===== config.mk =====
export PLATFORM = sky130hd
export DESIGN_NAME = ssd_display_scheduler_flat
export DESIGN_NICKNAME = d
export VERILOG_FILES = /design/src/rtl/ssd_display_scheduler_if.sv /design/src/rtl/ssd_display_scheduler.sv /design/src/flat_wrapper.sv
export SDC_FILE = /design/constraint.sdc
export NUM_CORES = 1
export LEC_CHECK = 0
export ABC_AREA = 0
export CORE_MARGIN = 4
export CORE_UTILIZATION = 44
export DETAILED_ROUTE_END_ITERATION = 16
export PLACE_DENSITY = 0.78
export SETUP_SLACK_MARGIN = 0.5
export SYNTH_ARGS = -nofsm -noshare
export SYNTH_HDL_FRONTEND = slang
export SYNTH_SLANG_ARGS = --single-unit

===== constraint.sdc =====
create_clock -name clk -period 2.8 [get_ports clk]
set_input_delay 0.84 -clock clk [delete_from_list [all_inputs] [get_ports clk]]
set_output_delay 0.84 -clock clk [all_outputs]
set_load 0.005 [all_outputs]

===== src/rtl/ssd_display_scheduler_if.sv =====
// Bundle between the three value sources and the display scheduler.
//   req                : per-source level request (held while the source wants the display)
//   low0..2 / high0..2 : per-source 16-bit values for the low and high 4 digits
//   grant              : one-hot current owner, zero when idle
//   switch_pulse       : one-cycle strobe on every change to a new non-zero owner
//   displayNumberLow/High : saturated values of the owner, feeding ssd_counter
// master = source side (drives requests and data), slave = scheduler.
interface ssd_display_scheduler_if;
  logic [2:0]  req;
  logic [15:0] low0, low1, low2;
  logic [15:0] high0, high1, high2;
  logic [2:0]  grant;
  logic        switch_pulse;
  logic [15:0] displayNumberLow;
  logic [15:0] displayNumberHigh;

  modport master (
    output req, low0, low1, low2, high0, high1, high2,
    input  grant, switch_pulse, displayNumberLow, displayNumberHigh
  );

  modport slave (
    input  req, low0, low1, low2, high0, high1, high2,
    output grant, switch_pulse, displayNumberLow, displayNumberHigh
  );
endinterface


===== src/rtl/ssd_display_scheduler.sv =====
// Shares the 8-digit seven-segment display among three value sources.
// Sources are granted round-robin for a minimum dwell time; source 0 (alerts)
// may preempt the others. The owner's values are saturated to four decimal
// digits and registered onto the display outputs one cycle behind grant.
// Ports:
//   clk     : system clock
//   reset_n : asynchronous active-low reset
//   bus     : slave side of ssd_display_scheduler_if (requests, data, grant,
//             switch_pulse, displayNumberLow/High)
module ssd_display_scheduler #(
  parameter int          DWELL_CYCLES = 50_000_000,
  parameter bit          PREEMPT_EN   = 1'b1,
  parameter logic [15:0] SAT_MAX      = 16'd9999
) (
  input  logic                     clk,
  input  logic                     reset_n,
  ssd_display_scheduler_if.slave   bus
);

  typedef enum logic {IDLE, SHOW} state_t;

  localparam logic [31:0] DWELL_RELOAD = 32'(DWELL_CYCLES - 1);

  state_t      state_q, state_d;
  logic [2:0]  grant_q, grant_d;
  logic        pulse_q, pulse_d;
  logic [31:0] dwell_q, dwell_d;
  logic [1:0]  last_q, last_d;
  logic [15:0] disp_low_q, disp_low_d;
  logic [15:0] disp_high_q, disp_high_d;

  function automatic logic [15:0] sat(input logic [15:0] x);
    return (x > SAT_MAX) ? SAT_MAX : x;
  endfunction

  // First requester strictly after 'last' (wrapping mod 3); one-hot, zero if none.
  function automatic logic [2:0] rr_pick(input logic [2:0] r, input logic [1:0] last);
    logic [2:0] res;
    logic [1:0] idx;
    res = '0;
    for (int k = 1; k <= 3; k++) begin
      idx = 2'((int'(last) + k) % 3);
      if (res == '0 && r[idx]) res = 3'b001 << idx;
    end
    return res;
  endfunction

  function automatic logic [1:0] idx_of(input logic [2:0] g);
    return g[2] ? 2'd2 : (g[1] ? 2'd1 : 2'd0);
  endfunction

  logic [2:0] win;
  logic       owner_req;

  always_comb begin
    state_d     = state_q;
    grant_d     = grant_q;
    pulse_d     = 1'b0;
    dwell_d     = dwell_q;
    last_d      = last_q;
    disp_low_d  = disp_low_q;
    disp_high_d = disp_high_q;
    win         = '0;
    owner_req   = |(bus.req & grant_q);

    case (state_q)
      IDLE: begin
        if (bus.req != 3'b000) begin
          win = rr_pick(bus.req, last_q);
        end
      end
      default: begin
        if (!owner_req) begin
          // Owner gone: hand over to the next requester, or fall idle silently.
          win = rr_pick(bus.req, last_q);
          if (win == '0) begin
            state_d = IDLE;
            grant_d = '0;
          end
        end else if (PREEMPT_EN && bus.req[0] && !grant_q[0]) begin
          win = 3'b001;
        end else if (dwell_q != '0) begin
          dwell_d = dwell_q - 32'd1;
        end else begin
          // Dwell expired: rotate only to a different requester, else renew.
          win = rr_pick(bus.req & ~grant_q, last_q);
          if (win == '0) dwell_d = DWELL_RELOAD;
        end
      end
    endcase

    if (win != '0) begin
      state_d = SHOW;
      grant_d = win;
      pulse_d = 1'b1;
      dwell_d = DWELL_RELOAD;
      last_d  = idx_of(win);
    end

    // Display follows the registered grant, so it lags grant by one cycle.
    case (grant_q)
      3'b001: begin disp_low_d = sat(bus.low0); disp_high_d = sat(bus.high0); end
      3'b010: begin disp_low_d = sat(bus.low1); disp_high_d = sat(bus.high1); end
      3'b100: begin disp_low_d = sat(bus.low2); disp_high_d = sat(bus.high2); end
      default: ;
    endcase
  end

  always_ff @(posedge clk or negedge reset_n) begin
    if (!reset_n) begin
      state_q     <= IDLE;
      grant_q     <= '0;
      pulse_q     <= 1'b0;
      dwell_q     <= '0;
      last_q      <= 2'd2;
      disp_low_q  <= '0;
      disp_high_q <= '0;
    end else begin
      state_q     <= state_d;
      grant_q     <= grant_d;
      pulse_q     <= pulse_d;
      dwell_q     <= dwell_d;
      last_q      <= last_d;
      disp_low_q  <= disp_low_d;
      disp_high_q <= disp_high_d;
    end
  end

  assign bus.grant             = grant_q;
  assign bus.switch_pulse      = pulse_q;
  assign bus.displayNumberLow  = disp_low_q;
  assign bus.displayNumberHigh = disp_high_q;

endmodule


===== src/flat_wrapper.sv =====
// flat-port wrapper written by rule: the top's interface ports become plain ports
module ssd_display_scheduler_flat 
#(
  parameter int          DWELL_CYCLES = 50_000_000,
  parameter bit          PREEMPT_EN   = 1'b1,
  parameter logic [15:0] SAT_MAX      = 16'd9999
)
  (clk, reset_n, bus_req, bus_low0, bus_low1, bus_low2, bus_high0, bus_high1, bus_high2, bus_grant, bus_switch_pulse, bus_displayNumberLow, bus_displayNumberHigh);
  ssd_display_scheduler_if bus_i ();
  input  logic clk;
  input  logic reset_n;
  input wire logic [$bits(bus_i.req)-1:0] bus_req;
  input wire logic [$bits(bus_i.low0)-1:0] bus_low0;
  input wire logic [$bits(bus_i.low1)-1:0] bus_low1;
  input wire logic [$bits(bus_i.low2)-1:0] bus_low2;
  input wire logic [$bits(bus_i.high0)-1:0] bus_high0;
  input wire logic [$bits(bus_i.high1)-1:0] bus_high1;
  input wire logic [$bits(bus_i.high2)-1:0] bus_high2;
  output wire logic [$bits(bus_i.grant)-1:0] bus_grant;
  output wire logic [$bits(bus_i.switch_pulse)-1:0] bus_switch_pulse;
  output wire logic [$bits(bus_i.displayNumberLow)-1:0] bus_displayNumberLow;
  output wire logic [$bits(bus_i.displayNumberHigh)-1:0] bus_displayNumberHigh;
  assign bus_i.req = bus_req;
  assign bus_i.low0 = bus_low0;
  assign bus_i.low1 = bus_low1;
  assign bus_i.low2 = bus_low2;
  assign bus_i.high0 = bus_high0;
  assign bus_i.high1 = bus_high1;
  assign bus_i.high2 = bus_high2;
  assign bus_grant = bus_i.grant;
  assign bus_switch_pulse = bus_i.switch_pulse;
  assign bus_displayNumberLow = bus_i.displayNumberLow;
  assign bus_displayNumberHigh = bus_i.displayNumberHigh;
  ssd_display_scheduler #(.DWELL_CYCLES(DWELL_CYCLES), .PREEMPT_EN(PREEMPT_EN), .SAT_MAX(SAT_MAX)) u_core (.clk(clk), .reset_n(reset_n), .bus(bus_i));
endmodule

# == Yosys cells after proc, flatten, opt, wreduce, memory -nomap -nowiden ==
# Cells that the tools add are included.
# totals
inputBits,101
register_bits,71
# classes
n_shift,3
n_addsub,4
n_mux,72
eq_ne,5
magnitude_cmp,9
n_div,3
bitwise_logic,3
reduce_logical,27
# ops
op,count
two-way mux 32 bit,6
two-way mux 3 bit,39
greater-than comparator 16 x 14 -> 1 bit (second input constant),6
remainder unit 32 x 3 -> 32 bit (second input constant),3
two-way mux 16 bit,6
one-hot mux 16 bit (3 select lines),2
nonzero test 32 bit,1
subtractor 32 x 1 -> 32 bit (second input constant),1
zero test 3 bit,8
binary-select mux 1 bit (select 2 bit),6
two-way mux 1 bit,12
nonzero test 3 bit,4
less-than comparator 2 x 3 -> 1 bit (second input constant),3
<< shifter 1 x 2 -> 3 bit (first input constant),3
logical AND 1 bit,7
adder 2 x 2 -> 3 bit (second input constant),2
AND 3 bit,2
nonzero test 2 bit,3
inequality test 2 bit (second input constant),2
AND reduction 4 bit,1
adder 2 x 1 -> 3 bit (second input constant),1
equality test 3 x 1 -> 1 bit (second input constant),1
equality test 3 x 2 -> 1 bit (second input constant),1
equality test 3 bit (second input constant),1
5 further kinds,5

# == Depth between registers and ports, before layout ==
# depth
ltp_word,30
depth_mapped,12
mapped_depth_nobuf,9

# == Least setup slack after synthesis ==
# No wires, ideal clock.
# synth_path
path_kind,input-to-reg
from,in bus_req[1]
to,reg u_core.dwell_q[4]
setup_ps,126
path_stages,9
path_buffers,2
required_ps,2674
t_arrival_ps,2919
setup_slack_ps,-245
cell_sequence,clkbuf_1 > nor4bb_1 > a211o_1 > a32o_1 > nor4_1 > a211oi_1 > nand4_4 > buf_6 > a221o_1
# synth_between
elab_chain_len,29
word_cells_on_any_way,71
classes_between,1 x eq/ne; 48 x mux; 2 x bitwise; 20 x reduce/logical
# synth_lines
element,line_no,rtl
from (decl),flat_wrapper.sv:12,input wire logic [$bits(bus_i.req)-1:0] bus_req;
AND 3 bit,ssd_display_scheduler.sv:86,"win = rr_pick(bus.req & ~grant_q, last_q);"
binary-select mux 1 bit (select 2 bit),ssd_display_scheduler.sv:43,if (res == '0 && r[idx]) res = 3'b001 << idx;
two-way mux 1 bit (not written as such),ssd_display_scheduler.sv:43,
two-way mux 3 bit,ssd_display_scheduler.sv:43,
two-way mux 3 bit,ssd_display_scheduler.sv:82,end else if (dwell_q != '0) begin
two-way mux 3 bit,ssd_display_scheduler.sv:80,end else if (PREEMPT_EN && bus.req[0] && !grant_q[0]) begin
two-way mux 3 bit,ssd_display_scheduler.sv:73,if (!owner_req) begin
two-way mux 3 bit,ssd_display_scheduler.sv:66,case (state_q)
(+13 left out),n/a,
two-way mux 3 bit,ssd_display_scheduler.sv:66,
two-way mux 3 bit,ssd_display_scheduler.sv:82,
two-way mux 3 bit,ssd_display_scheduler.sv:80,
two-way mux 3 bit,ssd_display_scheduler.sv:73,
two-way mux 3 bit,ssd_display_scheduler.sv:66,
nonzero test 3 bit,ssd_display_scheduler.sv:92,if (win != '0) begin
inequality test 2 bit (no line) (tied with other cells),n/a,
AND reduction 4 bit (no line),n/a,
to (signal assigned),ssd_display_scheduler.sv:122,dwell_q <= dwell_d;
to (decl),ssd_display_scheduler.sv:27,"logic [31:0] dwell_q, dwell_d;"
# Parallel ways exist; a longest one is shown, timed or not. The select of a mux whose other input is x is not followed.
# A chain may end at the register's enable or synchronous reset.

# == Final worst setup path ==
# layout_path
from,reg u_core.last_q[1]
to,reg u_core.dwell_q[19]
# layout_between
elab_chain_len,30
word_cells_on_any_way,76
classes_between,3 x add/sub; 3 x div; 1 x eq/ne; 3 x shift; 48 x mux; 18 x reduce/logical
# layout_lines
element,line_no,rtl
from (decl),ssd_display_scheduler.sv:28,"logic [1:0] last_q, last_d;"
from (signal assigned),ssd_display_scheduler.sv:123,last_q <= last_d;
adder 2 x 1 -> 3 bit,ssd_display_scheduler.sv:42,idx = 2'((int'(last) + k) % 3);
remainder unit 32 x 3 -> 32 bit,ssd_display_scheduler.sv:42,
binary-select mux 1 bit (select 2 bit),ssd_display_scheduler.sv:43,
two-way mux 1 bit (not written as such),ssd_display_scheduler.sv:43,
two-way mux 3 bit,ssd_display_scheduler.sv:43,
two-way mux 3 bit,ssd_display_scheduler.sv:82,
two-way mux 3 bit,ssd_display_scheduler.sv:80,
two-way mux 3 bit,ssd_display_scheduler.sv:73,
(+14 left out),n/a,
two-way mux 3 bit,ssd_display_scheduler.sv:66,
two-way mux 3 bit,ssd_display_scheduler.sv:82,
two-way mux 3 bit,ssd_display_scheduler.sv:80,
two-way mux 3 bit,ssd_display_scheduler.sv:73,
two-way mux 3 bit,ssd_display_scheduler.sv:66,
nonzero test 3 bit,ssd_display_scheduler.sv:92,
inequality test 2 bit (no line) (tied with other cells),n/a,
AND reduction 4 bit (no line),n/a,
# Parallel ways exist; a longest one is shown, timed or not. The select of a mux whose other input is x is not followed.

==> flow_metrics.env <==
export IMPL_status="finished with violations"
export IMPL_violations="setup timing"
export IMPL_grt_pass1_wl_um=29500
export IMPL_internal_power_mw=4.945
export IMPL_required_ps=3030
export IMPL_drive_gt1_frac=0.2902
export IMPL_netlist_top_cells_count="71 x o21ai_0, 70 x dfrtp_1, 64 x nor2_1"
export IMPL_critical_path_class="flop to flop"
export IMPL_avgRoutedWirePerCell_um=20.31
export IMPL_dp_cells=877
export IMPL_total_power_mw=8.486
export IMPL_core_area_um2=10420
export IMPL_synth_area_leader_cell="dfrtp_1"
export IMPL_syn_avg_cell_area_um2=8.282
export IMPL_firstDrtPassIters=8
export IMPL_row_count=37
export IMPL_arrival_ps=3170
export IMPL_vias=5770
export IMPL_clkTransAtPathRegs_ps=80
export IMPL_endpoint_kind="flop"
export IMPL_nNetsFinal=904
export IMPL_start_util=0.4548
export IMPL_yosysTopAreaCellShare=0.3698
export IMPL_grt_ovfl_total=0
export IMPL_die_area_um2=12490
export IMPL_tightest_slew_ps=698.4
export IMPL_fin_crit_sh=1.052
export IMPL_pwr_share_comb=0.717
export IMPL_ir_worst_vdd_uv=645.1
export IMPL_die_h_um=111.8
export IMPL_antenna_found_initial=0
export IMPL_p_leak_nw=3.169
export IMPL_synthTopCellsByArea="dfrtp_1 37%, o21ai_0 7.5%, nor2_1 5.1%"
export IMPL_synthFlopType="dfrtp_1"
export IMPL_drtIter0Drc=711
export IMPL_gp_congestion=0.9505
export IMPL_hp_class="flop to flop"
export IMPL_clk_insertion_delay_late_ps=350
export IMPL_die_width_um=111.8
export IMPL_synth_most_common_cell="o21ai_0"
export IMPL_cts_htree_levels=3
export IMPL_syn_num_nets=678
export IMPL_yosysWarnings=0
export IMPL_p_sw_mw=3.540
export IMPL_drc=0
export IMPL_area_growth_pct=68.96
export IMPL_tns_ps=-2384
export IMPL_wl_um=19080
export IMPL_drv_cap=0
export IMPL_io_pin_count=137
export IMPL_viasPerCell=6.145
export IMPL_slew_viol_final=0
export IMPL_skew_ps=16.66
export IMPL_hold_viol_final=0
export IMPL_ant_nets=0
export IMPL_place_ws_ps=-669.4
export IMPL_critical_path_max_fanout=6
export IMPL_root_buffer="clkbuf_8"
export IMPL_gr_usage_all_layers=0.2884
export IMPL_fin_area_um2=8004
export IMPL_swShare=0.4172
export IMPL_grt_pass1_vias=5677
export IMPL_ys_seq_area_frac=0.3753
export IMPL_seq_power_share=0.173
export IMPL_clk_path_buf_depth=2
export IMPL_cts_tree="built"
export IMPL_fin_util=0.7684
export IMPL_cts_sinks=71
export IMPL_period_minus_slack_ps=2946
export IMPL_synth_distinct_cells=69
export IMPL_synth_edf_count=0
export IMPL_grt_max_degree=72
export IMPL_clkPwrFrac=0.110
export IMPL_power_density_nw_per_um2=1060
export IMPL_ys_seq_elements=71
export IMPL_finalSetupViolations=30
export IMPL_maxSlewHeadroom=0.5326
export IMPL_startpoint_type="flop"
export IMPL_syn_inst=572
export IMPL_holdWs_ps=478.9
export IMPL_numCtsBuffers=9
export IMPL_netlist_area_um2=4737
export IMPL_finalWorstSetupSlack_ps=-146.0
export IMPL_num_antenna_cells=0
export IMPL_cts_hold_buf=0
export IMPL_io_buffers=136
export IMPL_place_area_um2=6829
export IMPL_async_reset_ff_frac=1.000
export IMPL_max_freq_mhz=339.4
export IMPL_hpwlAfterDp_um=12900
export IMPL_stdcell_count=939
export IMPL_rsz0062_at_grt="true"
-- cells in the final DEF, fill, tap and decap left out, types with 7 or more instances in the layout --
cell type	n
a21oi_1	22
buf_6	16
a222oi_1	7
a221o_1	8
inv_1	9
buf_4	81
and2_1	8
nand3_1	17
dlymetal6s2s_1	12
nor2_1	57
nand2_1	48
nor3_1	12
o31ai_1	7
a21o_1	7
clkdlybuf4s50_1	112
a41oi_1	8
dfrtp_1	67
o21ai_1	14
nand2b_1	7
nand3b_1	8
a31oi_1	15
dlygate4sd2_1	7
clkbuf_8	10
o21ai_0	51
-- repair_timing --
action / CTS / global route
setup endpoints to repair: 68 / 60
pin swaps: 46 / 41
cloned: 3 / 1
buffers inserted: 27 / 15
resized for setup: 95 / 63
-- metal layers --
metal	track usage	vias to the layer above	part of all wire
met2	0.4984	302	0.50
met3	0.05054	38	0.076
met5	0	-	0
li1	-	2646	-
met4	0.09732	0	0.024
met1	0.3638	2784	0.40
-- power by group through the flow --
| stage | registers [mW] | clock network [mW] | logic, mW |
|---|---|---|---|
| 6_report | 1.47 | 0.933 | 6.08 |
| 5_1_grt | 1.50 | 1.00 | 6.48 |
| 4_1_cts | 1.48 | 0.942 | 5.20 |
| 3_5_place_dp | 1.49 | 0 | 4.11 |
| 3_3_place_gp | 1.48 | 0 | 4.06 |
| 2_1_floorplan | 1.46 | 0 | 2.50 |
-- final cells by class --
cell class | instances | area [µm²]
Clock buffer | 11 | 141.4
Inverter | 11 | 43.79
Clock inverter | 5 | 81.33
Multi-Input combinational cell | 460 | 3396
Sequential cell | 71 | 1782
Timing Repair Buffer | 245 | 2390
Fill cell | 691 | 2412
Tap cell | 136 | 170.2
-- worst paths after layout --
kind	from	to	slack [ps]	depth (start not counted)
min reg2reg	u_core.bus.displayNumberHigh[2]$_DFFE_PN0P_	u_core.bus.displayNumberHigh[2]$_DFFE_PN0P_	480	1
max in group asynchronous	reset_n	u_core.last_q[1]$_DFFE_PN1P_	1940	2
max	u_core.last_q[1]$_DFFE_PN1P_	u_core.dwell_q[19]$_DFFE_PN0P_	-150	11
min in group asynchronous	reset_n	u_core.dwell_q[18]$_DFFE_PN0P_	510	2
max reg2reg	u_core.last_q[1]$_DFFE_PN1P_	u_core.dwell_q[19]$_DFFE_PN0P_	-150	11
min	u_core.bus.displayNumberHigh[2]$_DFFE_PN0P_	u_core.bus.displayNumberHigh[2]$_DFFE_PN0P_	480	1
-- critical path, cell delays in order, from the launching register on --
cell      delay [ps]
dfstp_2          580
ha_4             220
buf_12           140
nor4bb_4         340
a211o_1          180
a32o_2           250
nor4_4            60
a211oi_2         310
nand4_4          190
buf_6            160
buf_12           120
a221o_1          280
-- cell families after synthesis --
family	share of synthesized area
flops	0.3753
mux	0.002377
simple gates	0.2697
buf+inv	0.03803
xor+xnor	0.003699
fa+ha+maj	0.01321
compound gates	0.2977
-- sequential cells by signal, summed over array words and instances, names as in the netlist --
signal / cells
u_core.bus.switch_pulse: 1
u_core.bus.displayNumberLow: 16
u_core.last_q: 2
u_core.bus.displayNumberHigh: 16
u_core.bus.grant: 3
u_core.dwell_q: 32
u_core.state_q: 1
No activity file was read; power rests on OpenSTA's default activity.
